`src/rtl/truth_table_sweeper.sv`:
```
// rtl/truth_table_sweeper.sv - steps a 3-input gate through all 8 patterns and checks its truth vector
module truth_table_sweeper #(
    parameter int unsigned SETTLE   = 4,
    parameter logic [7:0]  EXPECTED = 8'h15
) (
    input  logic       clk,
    input  logic       rst,
    input  logic       start,
    output logic       a,
    output logic       b,
    output logic       c,
    input  logic       d,
    output logic       busy,
    output logic       done,
    output logic [7:0] truth,
    output logic       pass,
    output logic [2:0] fail_idx
);

    localparam logic [1:0] ST_IDLE  = 2'd0;
    localparam logic [1:0] ST_DRIVE = 2'd1;
    localparam logic [1:0] ST_DONE  = 2'd2;

    localparam logic [7:0] SETTLE_LAST = 8'(SETTLE - 1);

    logic [1:0] state_q, state_d;
    logic [2:0] idx_q, idx_d;
    logic [7:0] cnt_q, cnt_d;
    logic [7:0] truth_q, truth_d;
    logic       pass_q, pass_d;
    logic [2:0] fail_idx_q, fail_idx_d;
    logic [2:0] abc_q, abc_d;
    logic       busy_q, busy_d;
    logic       done_q, done_d;

    function automatic logic [2:0] lowest_set(input logic [7:0] m);
        logic [2:0] r;
        r = 3'd0;
        for (int i = 7; i >= 0; i--) begin
            if (m[i]) r = 3'(i);
        end
        return r;
    endfunction

    always_comb begin
        state_d    = state_q;
        idx_d      = idx_q;
        cnt_d      = cnt_q;
        truth_d    = truth_q;
        pass_d     = pass_q;
        fail_idx_d = fail_idx_q;
        case (state_q)
            ST_IDLE: begin
                if (start) begin
                    state_d    = ST_DRIVE;
                    idx_d      = 3'd0;
                    cnt_d      = 8'd0;
                    truth_d    = 8'h00;
                    pass_d     = 1'b0;
                    fail_idx_d = 3'd0;
                end
            end
            ST_DRIVE: begin
                if (cnt_q == SETTLE_LAST) begin
                    cnt_d          = 8'd0;
                    truth_d[idx_q] = d;
                    if (idx_q == 3'd7) begin
                        // Verdict uses the vector including the bit captured on this edge.
                        state_d    = ST_DONE;
                        pass_d     = (truth_d == EXPECTED);
                        fail_idx_d = lowest_set(truth_d ^ EXPECTED);
                    end else begin
                        idx_d = idx_q + 3'd1;
                    end
                end else begin
                    cnt_d = cnt_q + 8'd1;
                end
            end
            ST_DONE: begin
                state_d = ST_IDLE;
                idx_d   = 3'd0;
            end
            default: begin
                state_d = ST_IDLE;
                idx_d   = 3'd0;
                cnt_d   = 8'd0;
            end
        endcase
        // Pattern outputs are registered so the gate under test never sees decode glitches.
        abc_d  = (state_d == ST_DRIVE) ? idx_d : 3'b000;
        busy_d = (state_d == ST_DRIVE);
        done_d = (state_d == ST_DONE);
    end

    always_ff @(posedge clk) begin
        if (rst) begin
            state_q    <= ST_IDLE;
            idx_q      <= 3'd0;
            cnt_q      <= 8'd0;
            truth_q    <= 8'h00;
            pass_q     <= 1'b0;
            fail_idx_q <= 3'd0;
            abc_q      <= 3'b000;
            busy_q     <= 1'b0;
            done_q     <= 1'b0;
        end else begin
            state_q    <= state_d;
            idx_q      <= idx_d;
            cnt_q      <= cnt_d;
            truth_q    <= truth_d;
            pass_q     <= pass_d;
            fail_idx_q <= fail_idx_d;
            abc_q      <= abc_d;
            busy_q     <= busy_d;
            done_q     <= done_d;
        end
    end

    assign a        = abc_q[2];
    assign b        = abc_q[1];
    assign c        = abc_q[0];
    assign busy     = busy_q;
    assign done     = done_q;
    assign truth    = truth_q;
    assign pass     = pass_q;
    assign fail_idx = fail_idx_q;

endmodule

```
`config.mk`:
```
export PLATFORM = sky130hd
export DESIGN_NAME = truth_table_sweeper
export DESIGN_NICKNAME = d
export VERILOG_FILES = /design/src/rtl/truth_table_sweeper.sv
export SDC_FILE = /design/constraint.sdc
export NUM_CORES = 1
export LEC_CHECK = 0
export ABC_AREA = 0
export CORE_MARGIN = 3
export CORE_UTILIZATION = 44
export CTS_CLUSTER_SIZE = 24
export DETAILED_ROUTE_END_ITERATION = 8
export DONT_BUFFER_PORTS = 1
export SLEW_MARGIN = 40
export SYNTH_ARGS = -nofsm -noshare
export SYNTH_HDL_FRONTEND = slang
export SYNTH_SLANG_ARGS = --single-unit
```
`constraint.sdc`:
```
create_clock -name clk -period 5.1 [get_ports clk]
set_input_delay 0.255 -clock clk [delete_from_list [all_inputs] [get_ports clk]]
set_output_delay 0.255 -clock clk [all_outputs]
set_load 0.03 [all_outputs]
```
==> flow_summary.toml, run 1 <==
[outcome]
status = "completed"

[global_route]
track_usage = 0.183
grt_max_degree = 23
grt_pass1_vias = 1341
grt_overflow = 0
grt_antenna_before_repair = 0
grt_pass1_wl_mm = 6.20

[place]
gp_congestion = 0.864
io_buffers = 0
dp_hpwl_mm = 2.63
placed_area_sq_um = 1640
post-place-ws_ns = 3.02

[clock_network]
cts_inserted_buffers = 5
holdBufCountCts = 0
postCtsSetupBuffers = 0
clk_pin_slew_ns = 0.06
cts-resized-gates = 0
cts_tree = "yes"
clock_latency_ns = 0.29
cts_sinks = 30
cts_root_buf = "clkbuf_8"
htree_levels = 2
clk_path_buf_depth = 2

[finish]
nets = 206
final_cell_mix = "dfxtp_1, nor2_1, nand2_1, o21ai_0, a21oi_1"
area_growth_pct = 6.37
layout_commonest_cell = "dfxtp_1"
drive_gt1_frac = 0.0796
fin_area_sq_um = 1730
diodes = 0

[worst_setup_path]
startpoint_type = "register"
crit_path_max_fanout = 7
r2r_start = "cnt_q[0]$_SDFFE_PP0P_"
crit_type = "register to register"
cp.required_ns = 5.26
startpoint = "cnt_q[0]$_SDFFE_PP0P_"
critPathCaptureType = "register"
crit_arrival_ns = 2.29

[die]
pin_count = 21
core_sq_um = 3440
die_y_um = 66.8
start_util = 0.473
die_area_sq_um = 4470
fp-row-count = 21
die_w_um = 66.8

[sta]
hold_viol = 0
setup_viol = 0
fin_hold_ws_ns = 0.0402
tightest_slew_ns = 0.691
drv_slew = 0
min_period_over_period = 0.416
skew_ns = 0.0102
slew_headroom = 0.539
post-route-min-period_ns = 2.12
finalSetupTns_ns = 0
rsz0062_at_grt = "no"
timing.final.ws_setup_ns = 2.98
fmax_mhz = 471

[synth]
async_reset_ff_frac = 0
synth_edf_count = 0
syn_avg_cell_area_sq_um = 8.02
yosysWarnings = 0
netlist_instances = 203
yosys_register_bits = 30
synth_nets = 209
synth_top_flop_cell = "dfxtp_1"
synth_seq_area_share = 0.369
yosysTopAreaCellShare = 0.369
yosys-top-cells-area = "dfxtp_1, nor2_1, nand3b_1, nand2_1, o21ai_0"
synth_cell_types = 49
yosysTopAreaCell = "dfxtp_1"
synth.cell_area_sq_um = 1630

[flow_run]
drv_cap = 0

[detailed_routing]
num_vias = 1482
initialDrtViolationCount = 185
drt_first_pass_iters = 4
avgRoutedWirePerCell_um = 15.0
ant_nets = 0
drc = 0
viasPerCell = 6.00
routed_wl_mm = 3.70

[pwr]
sw_frac_of_total = 0.227
ir_worst_vdd_v = 0.000105
power.total_mw = 0.456
share_seq_of_total_power = 0.527
p_switching_mw = 0.104
p_per_area_nw_per_um2 = 263
p_int_mw = 0.352
leakage_nw = 0.634
comb_power_share = 0.041
clkPwrFrac = 0.432

[worst_hold_path]
hold_class = "primary input to register"
min_from = "rst"
-- Yosys cell counts (all sizes together), types with 4 or more instances --
cell type	count
clkbuf	9
nor2b	5
nor3	7
a21oi	12
nand2	17
nand3b	9
o21ai	21
dfxtp	30
nand3	4
nor2	22
nand2b	6
and2	8
mux2i	4
and3	4
-- registers in the layout, summed over array words and instances, names as in the netlist --
signal,cells
state_q,2
idx_q,3
fail_idx,3
busy,1
pass,1
abc_q,3
done,1
truth,8
cnt_q,8
-- worst paths after layout --
check,end,slack [ns],depth (start not counted)
min,cnt_q[5]$_SDFFE_PP0P_,0.04,1
min reg2reg,cnt_q[4]$_SDFFE_PP0P_,0.52,2
max,truth[3]$_SDFFE_PP0P_,2.98,6
max reg2reg,truth[3]$_SDFFE_PP0P_,2.98,6
-- per-layer routing --
layer | up-vias | wire [um] | track usage
li1 | 738 | - | -
met1 | 703 | 1700 | 0.229
met2 | 35 | 1790 | 0.292
met3 | 6 | 160 | 0.0489
met4 | 0 | 55 | 0.0787
met5 | - | 0 | 0
-- metrics by stage --
| stage | instances | util |
|---|---|---|
| floorplan | 203 | - |
| CTS | 247 | 0.503 |
| detailed placement | 239 | 0.477 |
| global route | 247 | 0.503 |
| finish | 247 | 0.503 |
| global placement | 239 | 0.477 |
-- layout make-up --
| cell class | instances | area [sq um] |
|---|---|---|
| Clock buffer | 7 | 86.3 |
| Multi-Input combinational cell | 160 | 972 |
| Inverter | 3 | 11.3 |
| Fill cell | 348 | 1710 |
| Tap cell | 46 | 57.6 |
| Clock inverter | 1 | 5.00 |
| Sequential cell | 30 | 601 |
-- critical path: stages (launching register included) --
cell and delay (ns):
dfxtp_1 0.36, ha_1 0.23, or4b_4 0.52, o31ai_1 0.35, a21oi_1 0.27, o21ai_1 0.19, o21ai_1 0.08
-- power groups by stage --
stage | combinational, mW | clock (mW) | sequential (mW)
floorplan | 0.0187 | 0 | 0.244
global placement | 0.0179 | 0 | 0.245
detailed placement | 0.0185 | 0 | 0.245
CTS | 0.0186 | 0.202 | 0.240
global route | 0.0209 | 0.213 | 0.240
finish | 0.0185 | 0.197 | 0.240
-- logic make-up after synthesis --
| kind of cell | count (synthesis) | synth area share |
|---|---|---|
| adders and majority gates | 2 | 0.0154 |
| buffers and inverters | 13 | 0.0346 |
| DFF | 30 | 0.369 |
| and+or+nand+nor | 94 | 0.315 |
| muxes | 5 | 0.0315 |
| AOI/OAI and AO/OA | 59 | 0.235 |
No activity file was read; power rests on OpenSTA's default activity.
==> run 2, diff against run 1 <==
--- a/config.mk
+++ b/config.mk
@@ -5,7 +5,7 @@
 export SDC_FILE = /design/constraint.sdc
 export NUM_CORES = 1
 export LEC_CHECK = 0
-export ABC_AREA = 0
+export ABC_AREA = 1
 export CORE_MARGIN = 3
 export CORE_UTILIZATION = 44
 export CTS_CLUSTER_SIZE = 24
==> constraint.sdc (replaced) <==
create_clock -name clk -period 2.2 [get_ports clk]
set_input_delay 0.11 -clock clk [delete_from_list [all_inputs] [get_ports clk]]
set_output_delay 0.11 -clock clk [all_outputs]
set_load 0.03 [all_outputs]
==> run 2 against run 1 <==
Critical path depth increased by 2. Global-route usage decreased by 1.0 points. Critical endpoint is now truth[2]$_SDFFE_PP0P_. Utilization increased by 0.90 points. Register-to-register slack got worse by 2.6 ns. Via count decreased by 5.9%.
==> flow_summary.toml, run 2 <==
[global_route]
grt_max_degree = 27
grt_pass1_vias = 1311
use_met1 = 0.221
grt_overflow = 0
grt_busiest_layer = "met2"
grt_antenna_before_repair = 0
grt_use_met3 = 0.0564
grt_pass1_wl_mm = 5.78
use_met2 = 0.264
track_usage = 0.172

[sta]
post-route-min-period_ns = 1.82
fmax_mhz = 549
drv_slew = 0
slew_headroom = 0.609
min_period_over_period = 0.828
rsz0062_at_grt = "no"
hold_viol = 0
skew_ns = 0.00766
tightest_slew_ns = 0.586
setup_viol = 0
finalSetupTns_ns = 0

[clock_network]
postCtsSetupBuffers = 0
htree_levels = 2
cts_sinks = 30
cts_root_buf = "clkbuf_4"
clk_pin_slew_ns = 0.10
clock_latency_ns = 0.33
clk_path_buf_depth = 2
cts_inserted_buffers = 5
cts_tree = "yes"

[detailed_routing]
routed_wl_mm = 3.32
ant_nets = 0
num_vias = 1395
drt_first_pass_iters = 4
avgRoutedWirePerCell_um = 12.3
initialDrtViolationCount = 148
viasPerCell = 5.17
drc = 0

[die]
die_y_um = 65.1
die_area_sq_um = 4240
die_w_um = 65.1
pin_count = 21
start_util = 0.480
fp-row-count = 20
core_sq_um = 3200

[worst_hold_path]
hold_depth = 3
hold_class = "primary input to register"

[worst_setup_path]
crit_chain = "ha_1, nand2_1, nor2_2, nand2_4, nand2_4, inv_1, nand2_1, a21oi_1"
crit_arrival_ns = 2.01
crit_path_max_fanout = 11
reg2regPathDepth = 8
startpoint_type = "register"
slowest_delay_ns = 0.48
crit_type = "register to register"
cpMaxStageDelayCell = "nor2_2"
critPathCaptureType = "register"
crit_family = "simple AND/OR/NAND/NOR gates"
cp.depth = 8
path_buf_inv = 1
cp.required_ns = 2.39

[synth]
synth_edf_count = 0
netlist_instances = 223
synth_most_common_cell = "nand2_1"
synth_nets = 229
yosysTopAreaCell = "dfxtp_1"
yosys_register_bits = 30
synth_cell_types = 30
syn_avg_cell_area_sq_um = 6.90
yosys-top-cells-area = "dfxtp_1, nand2_1, a21oi_1, nand3_1, inv_1"
synth_seq_area_share = 0.390
synth_commonest_cells = "nand2_1, dfxtp_1, a21oi_1, inv_1, nor2_1"
synth_top_flop_cell = "dfxtp_1"
async_reset_ff_frac = 0
yosysWarnings = 0
yosysTopAreaCellShare = 0.390
synth.cell_area_sq_um = 1540

[pwr]
ir_worst_vdd_v = 0.000270
leakage_nw = 0.666
p_per_area_nw_per_um2 = 651
power.total_mw = 1.07

[place]
gp_congestion = 0.889
placed_area_sq_um = 1550
io_buffers = 0
dp_hpwl_mm = 2.41
dp_cells = 260

[finish]
fin_area_sq_um = 1640
drive_gt1_frac = 0.119
fill_cells = 338
final_cells = 270
layout_commonest_cell = "nand2_1"
final_cell_mix = "nand2_1, dfxtp_1, a21oi_1, inv_1, nor2_1"
area_growth_pct = 6.67
nets = 231
diodes = 0
fin_util = 0.513

[flow_run]
drv_cap = 0

[outcome]
status = "completed"
run 2: report_power, final:
group / total (mW) / switching [mW] / internal (mW) / leakage [nW]
registers: 0.560 / 0.00982 / 0.550 / 0.243
clock network: 0.421 / 0.186 / 0.235 / 0.0450
logic: 0.0868 / 0.0632 / 0.0235 / 0.379
run 2: path summary, 6_finish.rpt:
kind	startpoint	end	slack, ns
max	cnt_q[0]$_SDFFE_PP0P_	truth[2]$_SDFFE_PP0P_	0.38
min	start	done$_SDFF_PP0_	0.07
max reg2reg	cnt_q[0]$_SDFFE_PP0P_	truth[2]$_SDFFE_PP0P_	0.38
min reg2reg	cnt_q[7]$_SDFFE_PP0P_	cnt_q[7]$_SDFFE_PP0P_	0.49
run 2: tightest hold or removal path, cell delays in order:
cell and delay [ns]:
nand2_1 0.08, inv_1 0.10, nor4_1 0.06
run 2: metrics by stage:
step,worst slack (ns),hold slack [ns]
global placement,0.482,0.178
finish,0.379,0.0672
CTS,0.339,0.0491
global route,0.226,0.0651
detailed placement,0.422,0.178
floorplan,0.816,0.319
run 2: cell type report:
class / count / area [sq um] / share of cell area
clock buffer: 5 / 37.5 / 0.0229
clock inverter: 3 / 40.0 / 0.0244
inverter: 29 / 111 / 0.0678
multi-input combinational: 156 / 774 / 0.472
sequential: 30 / 601 / 0.366
tap: 44 / 55.1 / 0.0335
timing repair buffer: 3 / 22.5 / 0.0137
run 2: cell families (layout without fill, tap and decap cells):
family / after synthesis / in the layout / share of synthesized area
flip-flops: 30 / 30 / 0.390
XOR/XNOR: 1 / 1 / 0.00569
buffers and inverters: 37 / 40 / 0.106
AO/OA/AOI/OAI: 45 / 45 / 0.162
adder cells (fa/ha/maj): 2 / 2 / 0.0163
AND/OR/NAND/NOR: 108 / 108 / 0.320
run 2: routing by layer:
| layer | share of wire | vias to the layer above |
|---|---|---|
| met1 | 0.47 | 632 |
| met4 | 0.015 | 0 |
| li1 | - | 724 |
| met3 | 0.063 | 6 |
| met5 | 0 | - |
| met2 | 0.45 | 33 |
run 2: timing repair:
action,CTS,global route
hold endpoints to repair,30,0
resized for setup,0,0
hold buffers,2,0
==> run 3, diff against run 2 <==
==> constraint.sdc (replaced) <==
create_clock -name clk -period 1.8 [get_ports clk]
set_input_delay 0.09 -clock clk [delete_from_list [all_inputs] [get_ports clk]]
set_output_delay 0.09 -clock clk [all_outputs]
set_load 0.03 [all_outputs]
==> run 3 against run 2 <==
Non-clock buffer count is 6 higher. Global-route usage is 0.25 points higher. Utilization is 2.7 points higher. Register-to-register slack worse by 0.16 ns. Critical path type unchanged.
==> flow_summary.toml, run 3 (synthesized netlist as in run 2, its figures left out) <==
[outcome]
status = "completed"

[finish]
layout_commonest_cell = "nand2_1"
nets = 237
drive_gt1_frac = 0.151
area_growth_pct = 12.3
diodes = 0
final_cell_mix = "nand2_1, a21oi_1, dfxtp_1, inv_1, nor2_1"
fin_area_sq_um = 1730

[worst_setup_path]
crit_family = "simple AND/OR/NAND/NOR gates"
crit_chain = "ha_1, nand2_1, nor2_4, nand2_4, nand2_4, inv_1, nand2_1, a21oi_1"
crit_type = "register to register"
slowest_delay_ns = 0.38
cpMaxStageDelayCell = "dfxtp_1"
crit_path_max_fanout = 8
startpoint_type = "register"
crit_arrival_ns = 1.78
cp.required_ns = 1.99
critPathCaptureType = "register"
path_buf_inv = 1

[sta]
post-route-min-period_ns = 1.58
rsz0062_at_grt = "no"
hold_viol = 0
slew_headroom = 0.652
drv_slew = 0
fin_hold_ws_ns = 0.0422
finalSetupTns_ns = 0
min_period_over_period = 0.880
fmax_mhz = 632
tightest_slew_ns = 0.522
setup_viol = 0
skew_ns = 0.0125

[die]
die_area_sq_um = 4240
die_y_um = 65.1
start_util = 0.480
die_w_um = 65.1
pin_count = 21
core_sq_um = 3200
fp-row-count = 20

[place]
io_buffers = 0
placed_area_sq_um = 1590
dp_hpwl_mm = 2.48
gp_congestion = 0.931

[pwr]
share_seq_of_total_power = 0.456
ir_worst_vdd_v = 0.000523
clkPwrFrac = 0.471
p_per_area_nw_per_um2 = 868
comb_power_share = 0.073
sw_frac_of_total = 0.217
p_switching_mw = 0.326
leakage_nw = 0.713
p_int_mw = 1.17

[clock_network]
cts_sinks = 30
cts_tree = "yes"
cts_root_buf = "clkbuf_4"
cts_inserted_buffers = 5
clk_pin_slew_ns = 0.10
clock_latency_ns = 0.33
clk_path_buf_depth = 2
htree_levels = 2

[detailed_routing]
avgRoutedWirePerCell_um = 12.2
ant_nets = 0
drc = 0
initialDrtViolationCount = 163
drt_first_pass_iters = 5
routed_wl_mm = 3.38
viasPerCell = 5.17
num_vias = 1426

[global_route]
grt_pass1_vias = 1334
grt_max_degree = 27
grt_pass1_wl_mm = 5.84
grt_overflow = 0
track_usage = 0.175
grt_antenna_before_repair = 0

[flow_run]
drv_cap = 0

[worst_hold_path]
hold_class = "primary input to register"
run 3: repair_timing:
item / 4_1_cts / 5_1_grt
setup endpoints to repair: 0 / 4
hold buffers: 2 / 0
gates resized for setup: 0 / 3
setup buffers: 0 / 0
hold endpoints to repair: 30 / 0
run 3: final cells by class:
cell class                 instances  area [sq um]
sequential                        30           603
multi-input combinational        156           779
tap                               44          55.1
clock buffer                       6          51.3
clock inverter                     2          60.1
timing repair buffer               9          67.6
inverter                          29           111
fill                             359          1480
run 3: worst register-to-register path, delay by kind of cell, from the launching register on:
| family | cells | cell delay [ns] |
|---|---|---|
| AOI/OAI and AO/OA | 1 | 0.07 |
| adders and majority gates | 1 | 0.22 |
| buffers and inverters | 1 | 0.13 |
| DFF | 1 | 0.38 |
| and+or+nand+nor | 5 | 0.64 |
run 3: power by group through the flow:
stage / combinational (mW) / sequential, mW / clock [mW]
after global placement: 0.0959 / 0.699 / 0
after floorplan: 0.0853 / 0.698 / 0
after global routing: 0.124 / 0.686 / 0.753
after detailed placement: 0.0960 / 0.700 / 0
after CTS: 0.110 / 0.684 / 0.721
final: 0.110 / 0.684 / 0.707
run 3: layer usage:
metal / GRT usage / part of all wire
met5: 0 / 0
met4: 0.0466 / 0.012
met3: 0.0496 / 0.073
met2: 0.298 / 0.48
met1: 0.217 / 0.44
run 3: path summary, 6_finish.rpt:
kind | startpoint | to | slack [ns] | cells past startpoint
worst max-delay path | cnt_q[0]$_SDFFE_PP0P_ | truth[1]$_SDFFE_PP0P_ | 0.22 | 8
worst min-delay path | start | done$_SDFF_PP0_ | 0.04 | 3
worst max register to register | cnt_q[0]$_SDFFE_PP0P_ | truth[1]$_SDFFE_PP0P_ | 0.22 | 8
worst min register to register | cnt_q[7]$_SDFFE_PP0P_ | cnt_q[7]$_SDFFE_PP0P_ | 0.47 | 2
run 3: through the flow:
stage | setup WS [ns] | power (mW) | util | cells
2_1_floorplan | 0.416 | 0.783 | - | 223
3_3_place_gp | 0.199 | 0.795 | 0.498 | 266
3_5_place_dp | 0.168 | 0.795 | 0.498 | 266
4_1_cts | 0.0915 | 1.52 | 0.539 | 276
5_1_grt | 0.0382 | 1.56 | 0.539 | 276
6_report | 0.217 | 1.50 | 0.539 | 276
